--- src/rtl/mux_arb_pkg.sv ---
// Shared types and constants for the mux_arb round-robin arbiter.
package mux_arb_pkg;

  localparam int unsigned WIDTH  = 4;
  localparam int unsigned STAT_W = 8;

  // Source encoding used for the mux select and the round-robin pointer.
  localparam logic SRC_A = 1'b0;
  localparam logic SRC_B = 1'b1;

  typedef enum logic {
    IDLE = 1'b0,
    FULL = 1'b1
  } state_e;

  // Contents of the one-entry output register: originating source and word.
  typedef struct packed {
    logic             src;
    logic [WIDTH-1:0] data;
  } cap_t;

  // Saturating increment for the grant statistics counters.
  function automatic logic [STAT_W-1:0] sat_inc(input logic [STAT_W-1:0] v);
    return (v == '1) ? v : v + STAT_W'(1);
  endfunction

endpackage

--- src/rtl/mux_arb_rr_pick2.sv ---
// Combinational two-way round-robin picker; a tie goes to the source
// opposite the one that won last.
module rr_pick2
  import mux_arb_pkg::*;
(
  input  logic req_a,
  input  logic req_b,
  input  logic last,
  output logic valid,
  output logic winner
);

  // Winner selection: single requester wins outright, tie alternates.
  always_comb begin
    valid  = req_a | req_b;
    winner = SRC_A;
    if (req_a && req_b) begin
      winner = (last == SRC_A) ? SRC_B : SRC_A;
    end else if (req_b) begin
      winner = SRC_B;
    end
  end

endmodule

--- src/rtl/mux_arb.sv ---
// Round-robin arbiter for the shared 2:1 mux datapath with a one-entry
// valid/ready output register. Optional grant statistics (count_a/count_b)
// are built when MUX_ARB_STATS_EN is defined.
module mux_arb
  import mux_arb_pkg::*;
(
  input  logic             clk,
  input  logic             reset,
  input  logic             req_a,
  input  logic [WIDTH-1:0] data_a,
  output logic             gnt_a,
  input  logic             req_b,
  input  logic [WIDTH-1:0] data_b,
  output logic             gnt_b,
  output logic             sel,
  output logic             out_valid,
  output logic [WIDTH-1:0] out_data,
  input  logic             out_ready
`ifdef MUX_ARB_STATS_EN
  ,
  output logic [STAT_W-1:0] count_a,
  output logic [STAT_W-1:0] count_b
`endif
);

  state_e state_q, state_d;
  cap_t   cap_q, cap_d;
  logic   last_q, last_d;
  logic   pick_valid;
  logic   pick_winner;
  logic   can_load;
  logic   capture;

  rr_pick2 u_pick (
    .req_a  (req_a),
    .req_b  (req_b),
    .last   (last_q),
    .valid  (pick_valid),
    .winner (pick_winner)
  );

  // Load decision, grants and next-state; no grant while reset is asserted.
  always_comb begin
    state_d  = state_q;
    cap_d    = cap_q;
    last_d   = last_q;
    gnt_a    = 1'b0;
    gnt_b    = 1'b0;
    can_load = (state_q == IDLE) || ((state_q == FULL) && out_ready);
    capture  = !reset && can_load && pick_valid;

    if (capture) begin
      gnt_a      = (pick_winner == SRC_A);
      gnt_b      = (pick_winner == SRC_B);
      cap_d.src  = pick_winner;
      cap_d.data = (pick_winner == SRC_B) ? data_b : data_a;
      last_d     = pick_winner;
    end

    case (state_q)
      IDLE:    if (capture) state_d = FULL;
      FULL:    if (out_ready && !capture) state_d = IDLE;
      default: state_d = IDLE;
    endcase
  end

  // State, output register and round-robin pointer; B starts as last so A wins the first tie.
  always_ff @(posedge clk) begin
    if (reset) begin
      state_q <= IDLE;
      cap_q   <= '0;
      last_q  <= SRC_B;
    end else begin
      state_q <= state_d;
      cap_q   <= cap_d;
      last_q  <= last_d;
    end
  end

  assign out_valid = (state_q == FULL);
  assign out_data  = cap_q.data;
  assign sel       = cap_q.src;

`ifdef MUX_ARB_STATS_EN
  logic [STAT_W-1:0] count_a_q, count_b_q;

  // Per-source capture counters, saturating at all-ones.
  always_ff @(posedge clk) begin
    if (reset) begin
      count_a_q <= '0;
      count_b_q <= '0;
    end else begin
      if (gnt_a) count_a_q <= sat_inc(count_a_q);
      if (gnt_b) count_b_q <= sat_inc(count_b_q);
    end
  end

  assign count_a = count_a_q;
  assign count_b = count_b_q;
`endif

endmodule

--- config.mk ---
export PLATFORM = sky130hd
export DESIGN_NAME = mux_arb
export DESIGN_NICKNAME = d
export VERILOG_FILES = /design/src/rtl/mux_arb_pkg.sv /design/src/rtl/mux_arb_rr_pick2.sv /design/src/rtl/mux_arb.sv
export SDC_FILE = /design/constraint.sdc
export NUM_CORES = 1
export LEC_CHECK = 0
export ABC_AREA = 1
export CORE_AREA = 2 2 39 41
export DETAILED_ROUTE_END_ITERATION = 12
export DIE_AREA = 0 0 41 43
export GPL_ROUTABILITY_DRIVEN = 0
export PLACE_DENSITY = 0.68
export SETUP_SLACK_MARGIN = 0.1
export SLEW_MARGIN = 5
export SYNTH_ARGS = -nofsm -noshare
export SYNTH_HDL_FRONTEND = slang
export SYNTH_SLANG_ARGS = --single-unit
--- constraint.sdc ---
create_clock -name clk -period 3.1 [get_ports clk]
set_clock_uncertainty 0.2 [all_clocks]
set_input_delay 0.465 -clock clk [delete_from_list [all_inputs] [get_ports clk]]
set_output_delay 0.465 -clock clk [all_outputs]
set_load 0.02 [all_outputs]
Word-level counts from Yosys, hierarchy flattened
Index checks and enable logic that the tools add are counted.
- memory bits (writable): 0
- bits in latches: 0
- memories: 0
- memory bits (read-only): 0
- bits of input ports: 13
- output and inout bits: 8
- word-level logic and storage cells: 24
- bits in registers: 7
- multiplexer cells: 9
- bitwise logic cells: 3
- magnitude comparators: 0
- equal/unequal tests: 0
- $add $sub $neg: 0
- multiply operators: 0
- shift operators: 0
- div/mod/pow operators: 0
- reduce and logical (&&, ||, !) cells: 8
- operators with widths (cell ; number):
    1-bit 2-to-1 mux ; 7
    1-bit logical AND ; 5
    4-bit 2-to-1 mux ; 1
    1-bit logical NOT ; 2
    1-bit inverter ; 2
    1-bit case mux with 2 select lines ; 1
    1-bit logical OR ; 1
    1-bit bitwise OR ; 1

Logic depth before layout (Yosys ltp)
- word-level depth: 8
- gate-level depth with buffers: 6
- mapped depth without buffers: 6

Cells and area by module
Synthesis repeated with hierarchy kept, for this count alone.
- cells, all modules: 59
- area, all modules: 357.8 um^2
- modules (own cells, without submodules) (module ; times used ; seq. area each (um^2) ; area an instance (um^2) ; cells an instance):
    mux_arb ; 1 ; 140.1 ; 342.8 ; 56
    rr_pick2 ; 1 ; 0.0 ; 15.0 ; 3

Worst setup path before layout
Ideal clock, no wire load.
- kind: input port to output port
- start: in reset
- end: out gnt_b
- arrival: 1091 ps
- required time: 2435 ps
- path slack: 1344 ps
- buffers on the path: 1
- stages: 6
- cell sequence: buf_6 -> inv_1 -> nand2_1 -> nor2_4 -> nand2_1 -> inv_1
- word-level cells in the longest chain between the ends: 4
- RTL lines (what ; line ; RTL):
    from (decl) ; mux_arb.sv:8 ; input logic reset,
    1-bit logical NOT ; mux_arb.sv:50 ; capture = !reset && can_load && pick_valid;
    1-bit logical AND (2 in a row) ; mux_arb.sv:50 ;
    1-bit 2-to-1 mux ; mux_arb.sv:52 ; if (capture) begin
    to (decl) ; mux_arb.sv:14 ; output logic gnt_b,
No other way between the ends.

Final worst setup path
- start: in req_b
- end: out gnt_b
- word-level cells in the longest chain between the ends: 3
- elaborated cells between the ends (all ways): 6
- classes of those cells: 3 x mux; 1 x bitwise; 2 x reduce/logical
- RTL lines (what ; line ; RTL):
    from (decl) ; mux_arb.sv:12 ; input logic req_b,
    1-bit 2-to-1 mux, or another cell as far along ; mux_arb_rr_pick2.sv:19 ; end else if (req_b) begin
    1-bit 2-to-1 mux or 1-bit logical AND (tied branches) ; mux_arb_rr_pick2.sv:17, mux_arb.sv:50 ;
    1-bit 2-to-1 mux * ; mux_arb.sv:52 ;
Every way passes the cells marked *; elsewhere a longest branch is shown, timed or not.

==> key figures <==
Global routing
  • Largest net degree at the start of global routing: 8
  • Total track usage: 0.113
  • GRT met3 Usage: 0.0314
  • Met1 global-route usage: 0.126
  • Initial antenna violation count: 0
  • Overflow after GRT: 0
  • Global-route wire length before repair: roughly 1300 microns
  • Vias in the first global route: 370
  • GR peak layer: met2
  • M2 GR Usage: 0.181

Yosys
  • Post-Syn Area: ~360 sq um
  • Largest cells by area after synthesis: dfxtp_1, nand2_1, a21oi_1
  • Synth area leader: dfxtp_1
  • Yosys top cell area share: 0.390
  • Yosys reg bits: 7
  • Library cells used by synthesis: 11
  • Mean Syn Cell Area: 6.91 sq um
  • Register area share after synthesis: 0.390
  • Yosys warns: 0
  • Cells after Synth: 52
  • Syn Nets: 65

Clock network
  • TritonCTS clock tree: yes
  • Number of post-CTS setup repair buffers: 0
  • Sink Count: 7
  • Root Driver: clkbuf_4
  • CTS Buffer Depth: 2
  • Skew-Pair Late Insertion Delay: 250 ps
  • CTS buffer count: 3
  • # hold bufs at CTS: 0
  • Clock transition at the registers of the reported paths: 50 ps
  • PostCTS Resize Cnt: 0
  • H-tree levels: 1

Final layout
  • ANT cells: 0
  • Area grow syn2layout: 67.6%
  • Non-filler cells, final: roughly 90
  • Net count, final: 90
  • Share of cells above drive strength 1: 0.145

STA
  • Final setup viols: 0
  • Fin worst setup slack: 333 ps
  • Least-Margin Pin Slew: 229 ps
  • Slew Limit Fails: 0
  • Crit path time final: about 2800 ps
  • Final hold vios: 0
  • Final Cycle Share: 0.892
  • Max Clk Rate: about 0.36 GHz
  • Final TNS setup: 0 ps
  • Slew HR: 0.847
  • Unrepaired setup endpoints after global routing: no

Route
  • Number of vias per cell: 4.25
  • DR iter-0 viols: 8
  • WL/cell: 9.22 microns
  • DRT Wirelength: around 850 microns
  • DRC viols: 0
  • Post-route ant nets: 0
  • Router iterations before antenna repair: 4
  • Vias: 391

Die
  • Chip width: 41 microns
  • Initial core utilization: 0.259
  • Die Height: roughly 43 microns
  • Io pins: 21
  • Die area: 1760 sq um
  • Total core area: roughly 1400 sq um
  • Rows: 14

Worst setup path
  • Critical Path RT: 2430 ps
  • Worst setup EP type: output pin
  • Max FO, Critical Path: 6
  • Crit path arrival time: 2100 ps
  • Crit path kind: input port to output pin
  • Critical Path Start Type: input port

Placed design
  • Hpwl dp: 685 microns
  • IO Port Bufs: 20
  • Placed Cells incl. Taps: 88
  • Post-Place Worst Slack: ~340 ps

Worst hold path
  • Hold WC Path Type: register to register

Outcome
  • Status: complete, no violations

Power
  • Lkg Pwr: approximately 0.28 nW
  • Pwr Density: between 400 and 500 nW/um^2
  • Worst VDD drop: between 0.00015 and 0.0002 V

Job
  • Max-Cap Viols: 0
## report_power, final
part	internal [mW]	leakage [nW]	switching, mW
logic	0.0335	0.203	0.0314
clock network	0.0492	0.0150	0.0356
registers	0.0959	0.0576	0.00336
total	0.179	0.276	0.0703
## layout by cell type (no fill, tap or decap), types with 2 or more instances in the layout
cell and count:
nand3_1 5, inv_1 5, nand2_2 2, dfxtp_1 7, nor2_2 2, a21oi_1 5, clkbuf_4 3, clkdlybuf4s50_1 20
nand2_1 22
## cell usage after synthesis
library cell	count
dfxtp_1	7
buf_6	1
nor2_4	1
a21oi_1	5
a21oi_2	1
nand2_1	22
nor2_2	2
nand3_1	5
nand2_2	2
inv_1	5
nand2_4	1
## flip-flops by register name, summed over array words and instances (netlist names)
register and flops:
out_valid 1, out_data 4, last_q 1, sel 1
## stage by stage
step | util | power, mW | area, sq um | hold WS [ps]
finish | 0.435 | 0.249 | 602 | 266
global route | 0.435 | 0.260 | 602 | 283
CTS | 0.435 | 0.251 | 602 | 268
detailed placement | 0.416 | 0.166 | 576 | 259
global placement | 0.416 | 0.166 | 576 | 257
floorplan | - | 0.134 | 359 | 242
## kinds of logic (layout without fill, tap and decap cells)
logic type / Yosys count / in the layout / share of synthesized area
compound gates: 6 / 6 / 0.0941
buf+inv: 6 / 30 / 0.0836
flops: 7 / 7 / 0.390
simple gates: 33 / 33 / 0.432
## per-layer routing
layer	vias up	wire, microns
li1	212	-
met1	165	363
met2	12	427
met3	2	45
met4	0	10
met5	-	0
## critical path, stage by stage
cell and delay, ps:
clkdlybuf4s50_1 590, nor2_2 110, nor2_4 160, nand2_1 110, inv_1 70, clkdlybuf4s50_1 590
## path summary, 6_finish.rpt
path | from | end | slack [ps] | cells past startpoint
worst min register to register | out_data[3] | out_data[3] | 270 | 2
worst max register to register | last_q | out_data[0] | 1920 | 6
worst min-delay path | out_data[3] | out_data[3] | 270 | 2
worst max-delay path | req_b | gnt_b | 330 | 6
## area by class of cell
| class | count | area (sq um) |
|---|---|---|
| clock buffer | 4 | 26.3 |
| fill | 146 | 782 |
| inverter | 5 | 18.8 |
| multi-input combinational | 39 | 189 |
| sequential | 7 | 140 |
| tap | 16 | 20.0 |
| timing repair buffer | 21 | 208 |
Note: power is estimated with default switching activity, not from simulation.
